**src/rtl/uart_cmd_parser.sv**
```systemverilog
// Framed command decoder between UART RX and TX.
// Parses SYNC/CMD/LEN/payload/CHK frames, holds one frame, replies ACK/NAK.
module uart_cmd_parser #(
  parameter int          MAX_LEN        = 16,
  parameter int          TIMEOUT_CYCLES = 104160,
  parameter logic [7:0]  SYNC_BYTE      = 8'hA5,
  parameter logic [7:0]  ACK_BYTE       = 8'h06,
  parameter logic [7:0]  NAK_BYTE       = 8'h15,
  localparam int         LW = $clog2(MAX_LEN + 1),
  localparam int         AW = $clog2(MAX_LEN)
) (
  input  logic          clk,
  input  logic          rst,
  input  logic [7:0]    rx_data,
  input  logic          rx_ready,
  output logic [7:0]    tx_data,
  output logic          tx_start,
  input  logic          tx_busy,
  output logic          cmd_valid,
  output logic [7:0]    cmd_code,
  output logic [LW-1:0] cmd_len,
  input  logic [AW-1:0] rd_addr,
  output logic [7:0]    rd_data,
  input  logic          cmd_ack,
  output logic [7:0]    err_count,
  output logic          reply_drop
);

  localparam int         TW    = $clog2(TIMEOUT_CYCLES + 1);
  localparam logic [7:0] MAX_B = 8'(MAX_LEN);

  typedef enum logic [2:0] {
    S_IDLE, S_CMD, S_LEN, S_PAY, S_CHK
  } state_t;

  state_t        r_state, w_next;
  logic [TW-1:0] r_gap;
  logic [7:0]    r_chk, r_code_in;
  logic [LW-1:0] r_len, r_idx;
  logic          r_supp;
  logic [7:0]    r_buf [MAX_LEN];
  logic          r_cmd_valid;
  logic [7:0]    r_cmd_code;
  logic [LW-1:0] r_cmd_len;
  logic [7:0]    r_err;
  logic          r_pend, r_drop, r_tx_start;
  logic [7:0]    r_reply, r_tx_data;

  logic w_tout, w_nak, w_acc, w_wr, w_busy, w_last;
  logic w_rep, w_issue;

  assign w_busy  = r_cmd_valid & ~cmd_ack;
  assign w_last  = (r_idx + 1'b1) == r_len;
  assign w_tout  = (r_state != S_IDLE) && !rx_ready &&
                   (r_gap == TW'(TIMEOUT_CYCLES - 1));
  assign w_rep   = w_nak | w_acc;
  assign w_issue = r_pend & ~tx_busy & ~r_tx_start;

  always_ff @(posedge clk) begin
    if (!rst) r_state <= S_IDLE;
    else      r_state <= w_next;
  end

  always_comb begin
    w_next = r_state;
    w_nak  = 1'b0;
    w_acc  = 1'b0;
    w_wr   = 1'b0;
    if (w_tout) begin
      w_next = S_IDLE;
    end else if (rx_ready) begin
      unique case (r_state)
        S_IDLE: if (rx_data == SYNC_BYTE) w_next = S_CMD;
        S_CMD:  w_next = S_LEN;
        S_LEN: begin
          if (rx_data > MAX_B) begin
            w_nak  = 1'b1;
            w_next = S_IDLE;
          end else if (rx_data == 8'h00) begin
            w_next = S_CHK;
          end else begin
            w_next = S_PAY;
          end
        end
        S_PAY: begin
          w_wr = ~r_cmd_valid;
          if (w_last) w_next = S_CHK;
        end
        S_CHK: begin
          w_next = S_IDLE;
          // a suppressed payload write means the buffer no longer matches
          if (rx_data != r_chk || w_busy || r_supp) w_nak = 1'b1;
          else                                      w_acc = 1'b1;
        end
        default: w_next = S_IDLE;
      endcase
    end
  end

  always_ff @(posedge clk) begin
    if (w_wr) r_buf[r_idx[AW-1:0]] <= rx_data;
  end

  always_ff @(posedge clk) begin
    if (!rst) begin
      r_gap       <= '0;
      r_chk       <= '0;
      r_code_in   <= '0;
      r_len       <= '0;
      r_idx       <= '0;
      r_supp      <= 1'b0;
      r_cmd_valid <= 1'b0;
      r_cmd_code  <= '0;
      r_cmd_len   <= '0;
      r_err       <= '0;
      r_pend      <= 1'b0;
      r_drop      <= 1'b0;
      r_reply     <= '0;
      r_tx_start  <= 1'b0;
      r_tx_data   <= '0;
    end else begin
      if (rx_ready || r_state == S_IDLE || w_tout) r_gap <= '0;
      else                                         r_gap <= r_gap + 1'b1;

      if (rx_ready) begin
        unique case (r_state)
          S_CMD: begin
            r_code_in <= rx_data;
            r_chk     <= rx_data;
          end
          S_LEN: begin
            r_chk  <= r_chk ^ rx_data;
            r_len  <= rx_data[LW-1:0];
            r_idx  <= '0;
            r_supp <= 1'b0;
          end
          S_PAY: begin
            r_chk <= r_chk ^ rx_data;
            r_idx <= r_idx + 1'b1;
            if (r_cmd_valid) r_supp <= 1'b1;
          end
          default: ;
        endcase
      end

      if (w_acc) begin
        r_cmd_valid <= 1'b1;
        r_cmd_code  <= r_code_in;
        r_cmd_len   <= r_len;
      end else if (cmd_ack) begin
        r_cmd_valid <= 1'b0;
      end

      if ((w_nak || w_tout) && r_err != 8'hFF) r_err <= r_err + 1'b1;

      r_tx_start <= w_issue;
      if (w_issue) r_tx_data <= r_reply;

      if (w_rep) begin
        if (r_pend && !w_issue) begin
          r_drop <= 1'b1;
        end else begin
          r_pend  <= 1'b1;
          r_reply <= w_acc ? ACK_BYTE : NAK_BYTE;
        end
      end else if (w_issue) begin
        r_pend <= 1'b0;
      end
    end
  end

  assign tx_data    = r_tx_data;
  assign tx_start   = r_tx_start;
  assign cmd_valid  = r_cmd_valid;
  assign cmd_code   = r_cmd_code;
  assign cmd_len    = r_cmd_len;
  assign err_count  = r_err;
  assign reply_drop = r_drop;
  assign rd_data    = r_cmd_valid ? r_buf[rd_addr] : 8'h00;

endmodule

```
**config.mk**
```make
export PLATFORM = sky130hd
export DESIGN_NAME = uart_cmd_parser
export DESIGN_NICKNAME = d
export VERILOG_FILES = /design/src/rtl/uart_cmd_parser.sv
export SDC_FILE = /design/constraint.sdc
export NUM_CORES = 1
export LEC_CHECK = 0
export ABC_AREA = 1
export BUFFER_PORTS_ARGS = -buffer_cell sky130_fd_sc_hd__buf_2
export CAP_MARGIN = 20
export CORE_MARGIN = 5
export CORE_UTILIZATION = 60
export DETAILED_ROUTE_END_ITERATION = 12
export PLACE_DENSITY = 0.79
export SLEW_MARGIN = 30
export SYNTH_ARGS = -nofsm -noshare
export SYNTH_HDL_FRONTEND = slang
export SYNTH_SLANG_ARGS = --single-unit
export TNS_END_PERCENT = 100
```
**constraint.sdc**
```tcl
create_clock -name clk -period 2.6 [get_ports clk]
set_input_delay 0.52 -clock clk [delete_from_list [all_inputs] [get_ports clk]]
set_output_delay 0.52 -clock clk [all_outputs]
set_load 0.005 [all_outputs]
```
# Word-level counts from Yosys, hierarchy flattened
# Memory sizes are Yosys's and may differ from the RTL's.
# Cells that the tools add are included.
dict set report totals {
  ff_bits 88
  output_inout_bits 40
  elab_cells 105
  memories 1
  input_bits 17
  ram_bits 128
}
dict set report classes {
  n_eq_ne 13
  reduce_logical 30
  n_bitwise 11
  addsub 3
  order_cmp 1
  n_mux 30
}
# name depth word_bits rd rd_ports_with_merged_regs wr line
set memory_table {}
lappend memory_table {r_buf 16 8 1 0 1 41} ;# logic [7:0] r_buf [MAX_LEN];
# op n
set op_table {}
lappend op_table {{$mux W1} 19}
lappend op_table {{$add A17 B1 Y17 const B} 1}
lappend op_table {{$eq A17 B17 Y1 const B} 1}
lappend op_table {{$pmux W8 S2} 1}
lappend op_table {{$reduce_and A2 Y1} 7}
lappend op_table {{$mux W3} 4}
lappend op_table {{$pmux W3 S4} 1}
lappend op_table {{$pmux W5 S2} 1}
lappend op_table {{$add A8 B1 Y8 const B} 1}
lappend op_table {{$eq A8 B8 Y1 const B} 1}
lappend op_table {{$gt A8 B5 Y1 const B} 1}
lappend op_table {{$logic_not A8 Y1} 1}
lappend op_table {{$mux W8} 1}
lappend op_table {{$ne A2 B2 Y1 const B} 4}
lappend op_table {{$ne A8 B8 Y1} 1}
lappend op_table {{$ne A8 B8 Y1 const B} 1}
lappend op_table {{$reduce_bool A2 Y1} 4}
lappend op_table {{$xor A8 B8 Y8} 1}
lappend op_table {{$eq A3 B2 Y1 const B} 2}
lappend op_table {{$not A1 Y1} 6}
lappend op_table {{$reduce_and A3 Y1} 2}
lappend op_table {{$reduce_or A2 Y1} 3}
lappend op_table {{$add A5 B1 Y5 const B} 1}
lappend op_table {{$eq A5 B5 Y1} 1}
lappend op_table {{other kinds (11)} 22}

# Logic depth before layout (Yosys ltp)
# Gate-level depths: netlist of run 1.
dict set report depth {
  ltp_word 11
  depth_mapped 14
  depth_no_buf 14
}

# Worst setup path before layout of run 1
# OpenSTA, ideal clock, no wires.
dict set report synth_timing {
  kind {register to register}
  start {register r_state[1]}
  end {memory r_buf[11][0], enable pin}
  setup_ns 0.383
  arrival_ns 1.689
  stages_incl_launch_ff 9
  required_ns 2.217
  synth_period_minus_slack_ns 2.072
  path_buffers 0
  path_slack_ns 0.528
  path_cell_list {dfxtp_1 -> inv_2 -> nor2_4 -> inv_2 -> nor2_1 -> nand2_1 -> nor2_2 -> inv_1 -> nor3_1}
}
dict set report synth_via {
  elab_chain_len 6
  word_cells_on_any_way 9
  classes_between {eq/ne: 1; mux: 5; reduce/logical: 3}
}
# item line
set synth_lines {}
lappend synth_lines {{start, declared} 36} ;# state_t r_state, w_next;
lappend synth_lines {{start signal, assigned} 61} ;# else r_state <= w_next;
lappend synth_lines {{$eq A3 B2 Y1 or $reduce_bool A3 Y1 (tied branches)} {72, 54}}
lappend synth_lines {{$mux W1 or $logic_and A1 B1 Y1 (tied branches)} {72, 54}}
lappend synth_lines {{$mux W1 or $logic_and A1 B1 Y1 (tied branches)} {71, 54}}
lappend synth_lines {{$mux W1 (*)} 69} ;# if (w_tout) begin
lappend synth_lines {{$mux W1 (*)} 101} ;# if (w_wr) r_buf[r_idx[AW-1:0]] <= rx_data;
lappend synth_lines {{$mux W1 (implied by the code) (*)} 101}
lappend synth_lines {{end, declared} 41}
# Every way passes the cells marked *; elsewhere a longest branch is shown, timed or not.

# Final worst setup path of run 1
dict set report layout_timing {
  start {input rd_addr[1]}
  end {output rd_data[7]}
}
dict set report layout_via {
  elab_chain_len 2
}
# item line
set layout_lines {}
lappend layout_lines {{start, declared} 22} ;# input logic [AW-1:0] rd_addr,
lappend layout_lines {{$mem_v2 Z16 W8} --}
lappend layout_lines {{$mux W8} 179} ;# assign rd_data = r_cmd_valid ? r_buf[rd_addr] : 8'h00;
lappend layout_lines {{end, declared} 23} ;# output logic [7:0] rd_data,
# No other way between the ends.

==> summary.md, run 1 <==
| Metric | Value |
|---|---|
| Seq pwr share | `49.1%` |
| Post-DP HPWL | `13,600 um` |
| TritonCTS clock tree | `done` |
| Global placer's final weighted congestion | `0.919` |
| Layout Cells excl Fill | `1,139` |
| Post-layout min period | `2.41 ns` |
| Commonest non-fill, non-tap cell in the layout | `nor2_1` |
| GRT overflow | `0` |
| DP Cell Count | `1,100` |
| Htree depth | `1` |
| First-pass GRT wire length | `31,800 um` |
| Clk buf depth | `3` |
| Antenna viol nets, final | `0` |
| Met3 Use GR | `4.34%` |
| Seq cells post-synth | `206` |
| Design Area, Final | `0.00996 mm2` |
| Synth-to-Final Area Change | `14.9%` |
| Initial antenna violation count | `1` |
| RSZ-0062 raised after global routing | `false` |
| R2r endpoint | `r_buf[12][5]` |
| Worst EP required | `2.08 ns` |
| Drt via density | `5.75` |
| Hold-fix buffers, CTS | `0` |
| Status | `finished clean` |
| Leakage | `3.72 nW` |
| Power per cell area | `752 mW/mm2` |
| Row count | `44` |
| CTS Buf Count | `21` |
| Pwr Total | `7.50 mW` |
| Drt total wl | `20,200 um` |
| Hold Path Sink | `r_buf[7][2]` |
| Synth Warn # | `0` |
| VDD IR-drop max | `587 uV` |
| PortBufs | `52` |
| GR Util met2 | `39.8%` |
| Setup Skew | `0.0151 ns` |
| Number of global-route vias before repair | `6,222` |
| Synthesized area | `0.00867 mm2` |
| Clk pin slew, worst setup/hold paths | `0.06 ns` |
| Core Region | `0.0144 mm2` |
| Area contributors post-synth | `edfxtp_1 (44%), dfxtp_1 (18%), o21ai_0 (6.1%)` |
| Comb pwr share | `11.9%` |
| Crit share post-route | `92.7%` |
| Register area | `0.00541 mm2` |
| GRT busiest layer | `met2` |
| DRC | `0` |
| Worst skew pair latency | `0.50 ns` |
| Critical path peak fanout | `23` |
| Commonest cells after routing, fill and taps aside | `nor2_1 (131), edfxtp_1 (128), o21ai_0 (105)` |
| Hold path depth | `1` |
| Final Hold Fails | `0` |
| Ys flop type | `edfxtp_1` |
| Library cells used by synthesis | `39` |
| Worst reg2reg path depth | `9` |
| Total die area | `0.0170 mm2` |
| Multi-input logic area | `0.00283 mm2` |
| Routed WL per cell | `17.8 um` |
| # fillers | `1,092` |
| Reg2Reg Setup Slack | `0.66 ns` |
| Die Ht | `130 um` |
| Crit end category | `primary output` |
| Worst Path Arrival | `1.89 ns` |
| Critical Path Start Type | `input pin` |
| Post-synthesis sequential area ratio | `62.3%` |
| Post-CTS Setup Bufs | `0` |
| Slew Limit Fails | `0` |
| Vias | `6,552` |
| Fin nets | `962` |
| Fmax | `415 MHz` |
| EDFF count, synth | `128` |
| Post-synth top area share | `44.3%` |
| Fraction of layout cells with a size suffix above 1 | `15.7%` |
| Met1 Resource Use GR | `32.5%` |
| Hold crit path type | `in -> reg` |
| # IOs | `57` |
| Setup Total Neg Slack | `0 ns` |
| Clock Power Share | `39.0%` |
| Die Span X | `130 um` |
| Number of max-cap violations | `0` |
| Cell Area, Placed | `0.00930 mm2` |
| Internal power | `5.59 mW` |
| Switching Fraction | `25.4%` |
| DRT iter0 DRCs | `600` |
| GRT Total Usage | `24.1%` |
| CTS resizes | `0` |
| Sink Count | `206` |
| Hold Path Origin | `rx_data[2]` |
| Crit-path slowest cell | `a21oi_1` |
| Post-Syn Instances | `863` |
| Final setup violating endpoints | `0` |
| Switch Pwr | `1.90 mW` |
| Fraction of registers with async set or reset after synthesis | `0%` |
| CP dominant cell by count | `buf_2` |
| Layout Utilization | `69.3%` |
| Area leader, netlist | `edfxtp_1` |
| Max stage delay on crit path | `0.27 ns` |
| Critical path class | `in -> out` |
| Clk root buf | `clkbuf_16` |
| Pin count of the biggest net entering global routing | `65` |
| First-pass DRT Iterations | `5` |
| RR Startpoint | `r_state[1]` |
| Starting Density | `60.4%` |
| Syn_area_per_cell | `10.1 um2` |
| CP cell instances | `buf_2 -> inv_1 -> buf_4 -> o21ai_0 -> o221ai_1 -> nand3_1 -> a21oi_1 -> buf_2` |
-- state kept, by name, summed over array words and instances, names as in the netlist, 3 cells and up --
signal and count:
r_len 5, cmd_len 5, r_buf 128, r_gap 17, r_idx 5, r_reply 3, r_chk 8, cmd_code 8
tx_data 3, r_state 3, err_count 8, r_code_in 8
-- layout make-up --
cell class / count / share of cell area [%]
flip-flops and latches: 206 / 54.2
multi-input cells: 551 / 28.4
inverters: 68 / 2.56
repair buffers: 91 / 5.80
diodes: 1 / 0.0251
clock inverters: 12 / 1.23
well taps: 184 / 2.31
clock buffers: 26 / 5.46
-- kinds of logic (layout without fill, tap and decap cells) --
logic type                 count (synthesis)  in the layout  share of synthesized area, %
DFF                                      206            206                          62.3
xor gates and xnor gates                  16             16                          1.62
buffers and inverters                    109            197                          5.24
and+or+nand+nor                          305            305                          15.7
AOI/OAI and AO/OA                        220            220                          14.2
adders and majority gates                  6              6                         0.865
other                                      1              5                        0.0432
-- power by group through the flow --
stage               Combinational, mW  Sequential [mW]  Clock [mW]
global route                     1.02             3.70        3.11
detailed placement              0.888             3.75           0
floorplan                       0.636             3.74           0
CTS                             0.894             3.68        2.95
global placement                0.866             3.75           0
finish                          0.896             3.68        2.92
-- stage by stage --
| step | hold slack, ns | setup WS, ns |
|---|---|---|
| floorplan | 0.418 | 0.528 |
| global placement | 0.431 | 0.302 |
| detailed placement | 0.442 | 0.289 |
| CTS | 0.287 | 0.255 |
| global route | 0.287 | 0.173 |
| finish | 0.303 | 0.190 |
-- per-layer routing --
metal / part of all wire (%) / routed length, um / up-vias
met5: 0.035 / 7 / -
met4: 2.7 / 552 / 2
met3: 7.6 / 1540 / 50
met2: 48 / 9620 / 249
met1: 42 / 8520 / 3088
li1: - / - / 3163
-- critical path: cells and delay by family --
| kind | cells | cell delay (ns) |
|---|---|---|
| compound gates | 3 | 0.63 |
| buf+inv | 4 | 0.61 |
| simple gates | 1 | 0.11 |
-- worst max path at each step --
stage / from / to / slack (ns) / cells after the start
5_1_grt: rd_addr[1] / rd_data[0] / 0.17 / 8
3_3_place_gp: rd_addr[1] / rd_data[4] / 0.30 / 8
6_report: rd_addr[1] / rd_data[7] / 0.19 / 8
3_5_place_dp: rd_addr[1] / rd_data[7] / 0.29 / 8
2_1_floorplan: r_state[1] / r_buf[11][0] / 0.53 / 8
4_1_cts: rd_addr[1] / rd_data[0] / 0.26 / 8
-- Yosys cell counts (all sizes together) (6+ instances only) --
cell / count
o21ai: 105
o221ai: 25
nand3: 45
inv: 66
o211ai: 7
clkbuf: 24
buf: 17
ha: 6
xnor2: 6
nand4: 9
nand2: 96
dfxtp: 78
xor2: 10
a21oi: 70
nor2: 136
edfxtp: 128
nor3: 13
o22ai: 7
No activity file was read; power rests on OpenSTA's default activity.
==> run 2: changes to the inputs <==
--- a/config.mk
+++ b/config.mk
@@ -6,13 +6,13 @@
 export NUM_CORES = 1
 export LEC_CHECK = 0
 export ABC_AREA = 1
-export BUFFER_PORTS_ARGS = -buffer_cell sky130_fd_sc_hd__buf_2
+export BUFFER_PORTS_ARGS = -buffer_cell sky130_fd_sc_hd__clkbuf_2
 export CAP_MARGIN = 20
 export CORE_MARGIN = 5
 export CORE_UTILIZATION = 60
 export DETAILED_ROUTE_END_ITERATION = 12
 export PLACE_DENSITY = 0.79
-export SLEW_MARGIN = 30
+export SLEW_MARGIN = 25
 export SYNTH_ARGS = -nofsm -noshare
 export SYNTH_HDL_FRONTEND = slang
 export SYNTH_SLANG_ARGS = --single-unit
==> run 2 against run 1 <==
  * Non-clock buffer count shrank 3
  * Fmax fell by 1.8%
  * Die area unchanged
  * Global-route usage fell by 0.11 points
  * Worst hold slack improved by 0.029 ns
  * Setup slack lost 0.044 ns
  * Via count up 0.78%
  * Critical path depth stayed put
  * Clock power fell by 2%
  * Sequential power about the same
  * Largest power group unchanged
==> summary.md, run 2 (synthesis results as in run 1) <==
| Metric | Value |
|---|---|
| First-pass DRT Iterations | `7 (+2)` |
| Crit end category | `primary output` |
| Vias | `6,603 (+0.78%)` |
| Commonest non-fill, non-tap cell in the layout | `nor2_1` |
| Die Span X | `130 um (unchanged)` |
| Drt via density | `5.81 (+1.0%)` |
| Worst reg2reg path depth | `9 (unchanged)` |
| PortBufs | `52 (unchanged)` |
| Commonest cells after routing, fill and taps aside | `nor2_1 (131), edfxtp_1 (128), o21ai_0 (105)` |
| # fillers | `1,074 (-1.6%)` |
| Worst Tran Pin Value | `0.599 ns` |
| First-pass GRT wire length | `31,800 um (-0.11%)` |
| Post-layout min period | `2.45 ns (+0.0444 ns)` |
| Critical Path Start Type | `input pin` |
| Hold-fix buffers, CTS | `0 (unchanged)` |
| DRT iter0 DRCs | `625 (+4.2%)` |
| WHS | `0.332 ns (+0.0286 ns)` |
| Synth-to-Final Area Change | `14.8%` |
| Power per cell area | `749 mW/mm2 (-0.41%)` |
| Worst skew pair latency | `0.49 ns (about the same)` |
| Crit share post-route | `94.4% (+1.7 points)` |
| Final worst slack | `0.146 ns (-0.0444 ns)` |
| RR Startpoint | `r_state[1]` |
| Fmax | `407 MHz (-1.8%)` |
| Worst Path Arrival | `1.93 ns (+0.04 ns)` |
| Max reg flops | `128 (unchanged)` |
| Comb pwr share | `12.1% (+0.2 points)` |
| Final Hold Fails | `0 (unchanged)` |
| Critical path launch point | `rd_addr[0]` |
| Crit-path slowest cell | `o221ai_1` |
| Hold crit path type | `in -> reg` |
| TritonCTS clock tree | `done` |
| Routed WL per cell | `17.9 um (+0.72%)` |
| CP dominant cell by count | `clkbuf_2` |
| Initial antenna violation count | `1 (unchanged)` |
| CTS Buf Count | `21 (unchanged)` |
| Clk buf depth | `3 (unchanged)` |
| Post-DP HPWL | `13,600 um (+0.46%)` |
| # IOs | `57 (unchanged)` |
| Slew Limit Fails | `0 (unchanged)` |
| Leakage | `3.69 nW (-0.66%)` |
| Switching Fraction | `25.3% (-0.12 points)` |
| Reg2Reg Setup Slack | `0.64 ns (-0.02 ns)` |
| Pwr Total | `7.46 mW (-0.51%)` |
| R2r endpoint | `r_buf[11][7]` |
| Worst EP required | `2.08 ns (about the same)` |
| RSZ-0062 raised after global routing | `false` |
| GRT overflow | `0 (unchanged)` |
| VDD IR-drop max | `543 uV (-7.4%)` |
| Internal power | `5.57 mW (-0.35%)` |
| Final setup violating endpoints | `0 (unchanged)` |
| Sink Count | `206 (unchanged)` |
| Row count | `44 (unchanged)` |
| Fin nets | `959 (-0.31%)` |
| Pin count of the biggest net entering global routing | `46 (-29%)` |
| Max_slew headroom | `60.0%` |
| Fraction of layout cells with a size suffix above 1 | `15.5% (-0.27 points)` |
| DRC | `0 (unchanged)` |
| Hold path depth | `4 (+3)` |
| Post-CTS Setup Bufs | `0 (unchanged)` |
| GRT Total Usage | `24.0% (-0.11 points)` |
| Die Ht | `130 um (unchanged)` |
| Hold Path Sink | `cmd_valid` |
| Starting Density | `60.4% (unchanged)` |
| Global placer's final weighted congestion | `0.856 (-6.8%)` |
| Clk root buf | `clkbuf_16` |
| Critical path peak fanout | `21 (-8.7%)` |
| Critical path class | `in -> out` |
| CTS resizes | `0 (unchanged)` |
| Register area | `0.00541 mm2 (unchanged)` |
| Multi-input logic area | `0.00283 mm2 (unchanged)` |
| Max stage delay on crit path | `0.32 ns (+0.05 ns)` |
| Clock Power Share | `38.5% (-0.5 points)` |
| Antenna viol nets, final | `0 (unchanged)` |
| Status | `finished clean` |
| Switch Pwr | `1.89 mW (-0.99%)` |
| Htree depth | `1 (unchanged)` |
| Number of global-route vias before repair | `6,139 (-1.3%)` |
| Core Region | `0.0144 mm2 (unchanged)` |
| Seq pwr share | `49.4% (+0.3 points)` |
| CP cell instances | `clkbuf_2 -> inv_2 -> buf_4 -> nor2_1 -> o221ai_1 -> o211ai_1 -> a21oi_1 -> clkbuf_2` |
| Number of max-cap violations | `0 (unchanged)` |
| Total die area | `0.0170 mm2 (unchanged)` |
| Clk pin slew, worst setup/hold paths | `0.06 ns (about the same)` |
| Drt total wl | `20,300 um (+0.45%)` |
| Hold Path Origin | `cmd_ack` |
| Setup Skew | `0.0123 ns (-0.00283 ns)` |
| Setup Total Neg Slack | `0 ns (unchanged)` |
| DP Worst Slack | `0.180 ns (-0.109 ns)` |
run 2: changes by cell type in the layout (fill, tap and decap cells not counted), moves of 2 or more:
cell	before	now
bufinv_16	2	0
clkbuf_8	0	2
buf_2	52	0
buf_4	37	33
clkbuf_2	0	54
inv_4	0	2
clkbuf_16	21	23
clkinv_2	4	2
run 2: area by class of cell:
| cell class | instances | share of cell area (%) |
|---|---|---|
| Timing Repair Buffer | 88 | 5.71 |
| Multi-Input combinational cell | 551 | 28.4 |
| Clock buffer | 32 | 6.35 |
| Sequential cell | 206 | 54.3 |
| Inverter | 68 | 2.56 |
| Antenna cell | 1 | 0.0251 |
| Clock inverter | 6 | 0.352 |
| Tap cell | 184 | 2.31 |
run 2: per-layer routing:
layer / GRT usage [%] / up-vias / wire length, um
met3: 4.22 / 62 / 1770
met1: 32.1 / 3098 / 8320
li1: - / 3160 / -
met5: 0 / - / 12
met2: 40.1 / 281 / 9600
met4: 7.76 / 2 / 641
run 2: through the flow:
stage,utilization (%),cell area (um2),cells
after global placement,64.6,9290,1097
after global routing,69.3,9950,1135
after CTS,69.3,9950,1135
after floorplan,-,8690,866
after detailed placement,64.6,9290,1097
final,69.3,9950,1136
run 2: critical path, delay by kind of cell:
| kind | cells | cell delay (ns) |
|---|---|---|
| AND/OR/NAND/NOR | 1 | 0.06 |
| AO/OA/AOI/OAI | 3 | 0.72 |
| buffers and inverters | 4 | 0.62 |
run 2: worst max path at each step:
stage,cells after the start,endpoint
floorplan,8,r_buf[11][0]
global placement,8,rd_data[6]
detailed placement,8,rd_data[4]
CTS,8,rd_data[4]
global route,8,rd_data[6]
finish,8,rd_data[4]
run 2: power groups by stage:
stage / combinational [mW] / clock (mW) / sequential (mW)
after floorplan: 0.636 / 0 / 3.74
after global placement: 0.872 / 0 / 3.75
after detailed placement: 0.893 / 0 / 3.75
after CTS: 0.898 / 2.90 / 3.68
after global routing: 1.03 / 3.05 / 3.70
final: 0.901 / 2.87 / 3.68
==> run 3: changes to the inputs <==
--- a/config.mk
+++ b/config.mk
@@ -9,9 +9,11 @@
 export BUFFER_PORTS_ARGS = -buffer_cell sky130_fd_sc_hd__clkbuf_2
 export CAP_MARGIN = 20
 export CORE_MARGIN = 5
-export CORE_UTILIZATION = 60
+export CORE_UTILIZATION = 65
+export CTS_CLUSTER_SIZE = 14
 export DETAILED_ROUTE_END_ITERATION = 12
-export PLACE_DENSITY = 0.79
+export PLACE_DENSITY = 0.85
+export SETUP_SLACK_MARGIN = 0.3
 export SLEW_MARGIN = 25
 export SYNTH_ARGS = -nofsm -noshare
 export SYNTH_HDL_FRONTEND = slang
==> constraint.sdc (replaced) <==
create_clock -name clk -period 3 [get_ports clk]
set_input_delay 0.6 -clock clk [delete_from_list [all_inputs] [get_ports clk]]
set_output_delay 0.6 -clock clk [all_outputs]
set_load 0.005 [all_outputs]
==> run 3 against run 2 <==
  * Die area down 7.1%
  * Register-to-register slack about the same
  * Sequential power down 13%
  * Critical endpoint is now rd_data[5]
  * Wire length up 2.3%
==> summary.md, run 3 (synthesis results as in run 1) <==
| Metric | Value |
|---|---|
| GRT Total Usage | `26.1% (+2.1 points)` |
| Antenna viol nets, final | `0 (unchanged)` |
| Crit-path slowest cell | `inv_2` |
| Clk pin slew, worst setup/hold paths | `0.06 ns (about the same)` |
| Clk root buf | `clkbuf_16` |
| Max reg flops | `128 (unchanged)` |
| Commonest cells after routing, fill and taps aside | `nor2_1 (131), edfxtp_1 (128), o21ai_0 (105)` |
| Pin count of the biggest net entering global routing | `43 (-6.5%)` |
| CP dominant cell by count | `clkbuf_2` |
| Worst Path Arrival | `2.01 ns (+0.08 ns)` |
| First-pass DRT Iterations | `6 (-1)` |
| Power per cell area | `644 mW/mm2 (-14%)` |
| RR Startpoint | `r_state[1]` |
| DRC | `0 (unchanged)` |
| DP Cell Count | `1,081 (-1.5%)` |
| TritonCTS clock tree | `done` |
| Critical Path Start Type | `input pin` |
| Post-DP HPWL | `13,700 um (+0.37%)` |
| Core Region | `0.0132 mm2 (-8.2%)` |
| ANT cells | `0 (-1)` |
| Max stage delay on crit path | `0.26 ns (-0.06 ns)` |
| Post-CTS Setup Bufs | `0 (unchanged)` |
| Hold path depth | `4 (unchanged)` |
| Hold-fix buffers, CTS | `0 (unchanged)` |
| Met1 Resource Use GR | `34.2% (+2.0 points)` |
| Critical path class | `in -> out` |
| Reg2Reg Setup Slack | `0.65 ns (about the same)` |
| Leakage | `3.60 nW (-2.4%)` |
| Layout Cells excl Fill | `1,117 (-1.7%)` |
| CP cell instances | `clkbuf_2 -> inv_2 -> buf_12 -> nor2_1 -> o221ai_1 -> o211ai_1 -> a21oi_1 -> clkbuf_2` |
| Hold Path Sink | `cmd_valid` |
| Vias | `6,690 (+1.3%)` |
| VDD IR-drop max | `583 uV (+7.3%)` |
| R2r endpoint | `r_buf[1][1]` |
| First-pass GRT wire length | `33,100 um (+4.3%)` |
| Crit share post-route | `86.9%` |
| Pwr Total | `6.32 mW (-15%)` |
| CTS resizes | `0 (unchanged)` |
| GRT busiest layer | `met2` |
| DRT iter0 DRCs | `850 (+36%)` |
| PortBufs | `52 (unchanged)` |
| Post-layout min period | `2.61 ns` |
| Commonest non-fill, non-tap cell in the layout | `nor2_1` |
| Worst Tran Pin Value | `0.683 ns (+0.0841 ns)` |
| Global placer's final weighted congestion | `0.865 (+1.0%)` |
| Routed WL per cell | `18.6 um (+4.1%)` |
| Critical path peak fanout | `30 (+43%)` |
| Crit end category | `primary output` |
| Die Span X | `126 um (-3.6%)` |
| Worst reg2reg path depth | `8 (-1)` |
| Number of max-cap violations | `0 (unchanged)` |
| Final Hold Fails | `0 (unchanged)` |
| Hold Path Origin | `cmd_ack` |
| Drt total wl | `20,800 um (+2.3%)` |
| Setup Total Neg Slack | `0 ns (unchanged)` |
| Row count | `42 (-4.5%)` |
| Worst EP required | `2.40 ns (+0.32 ns)` |
| Fmax | `384 MHz` |
| Number of global-route vias before repair | `6,370 (+3.8%)` |
| Total die area | `0.0158 mm2 (-7.1%)` |
| Met3 Use GR | `4.52% (+0.30 points)` |
| # IOs | `57 (unchanged)` |
| Worst skew pair latency | `0.49 ns (about the same)` |
| Setup Skew | `0.00906 ns (-0.00324 ns)` |
| Sink Count | `206 (unchanged)` |
| Fraction of layout cells with a size suffix above 1 | `14.0% (-1.4 points)` |
| Fin nets | `950 (-0.94%)` |
| Htree depth | `1 (unchanged)` |
| GRT overflow | `0 (unchanged)` |
| Die Ht | `126 um (-3.6%)` |
| Slew Limit Fails | `0 (unchanged)` |
| Final setup violating endpoints | `0 (unchanged)` |
| Initial antenna violation count | `0 (-1)` |
| Max_slew headroom | `54.3% (-5.7 points)` |
| Drt via density | `5.99 (+3.0%)` |
| Starting Density | `65.8% (+5.4 points)` |
| Status | `finished clean` |
| Clk buf depth | `3 (unchanged)` |
| CTS Buf Count | `20 (-4.8%)` |
| RSZ-0062 raised after global routing | `false` |
| GR Util met2 | `44.3% (+4.1 points)` |
| Hold crit path type | `in -> reg` |
| Synth-to-Final Area Change | `13.1%` |
## run 3: cell types whose count changed in the layout (fill, tap and decap cells not counted), moves of 2 or more
| cell | change |
|---|---|
| buf_4 | -7 |
| clkbuf_1 | +4 |
| clkbuf_16 | -2 |
| clkbuf_2 | -2 |
| clkbuf_8 | -2 |
| clkinv_1 | +2 |
| inv_4 | -2 |
## run 3: final cells by class
class / count / area [um2]
clock buffers: 30 / 559
clock inverters: 6 / 52.6
fillers: 884 / 3380
inverters: 68 / 255
multi-input cells: 551 / 2830
flip-flops and latches: 206 / 5410
well taps: 176 / 220
repair buffers: 80 / 495
## run 3: routing by layer
layer	vias to the layer above	share of wire, %
li1	3143	-
met1	3148	39
met2	342	49
met3	57	9.1
met4	0	3.2
met5	-	0
## run 3: metrics by stage
stage                     setup WS (ns)  area, um2  util, %  hold slack, ns
after global placement            0.470       9200     69.8           0.430
after detailed placement          0.444       9200     69.8           0.442
after CTS                         0.439       9810     74.4           0.399
after global routing              0.333       9810     74.4           0.409
final                             0.394       9810     74.4           0.411
after floorplan                   0.826       8690        -           0.418
## run 3: worst max-delay path, delay by kind of cell
kind            cells  cell delay, ns
compound gates      3            0.58
buf+inv             4            0.75
simple gates        1            0.06
## run 3: how the worst max path moves through the flow
stage,cells after the start,end,from,slack (ns)
floorplan,7,rd_data[0],rd_addr[0],0.83
global placement,8,rd_data[5],rd_addr[0],0.47
detailed placement,8,rd_data[1],rd_addr[0],0.44
CTS,8,rd_data[5],rd_addr[0],0.44
global route,8,rd_data[4],rd_addr[0],0.33
finish,8,rd_data[5],rd_addr[0],0.39
## run 3: where the power goes
group,leakage [nW],switching [mW],internal (mW)
Combinational,1.53,0.520,0.241
Clock,0.295,0.992,1.37
Sequential,1.78,0.0777,3.12
Total,3.60,1.59,4.73
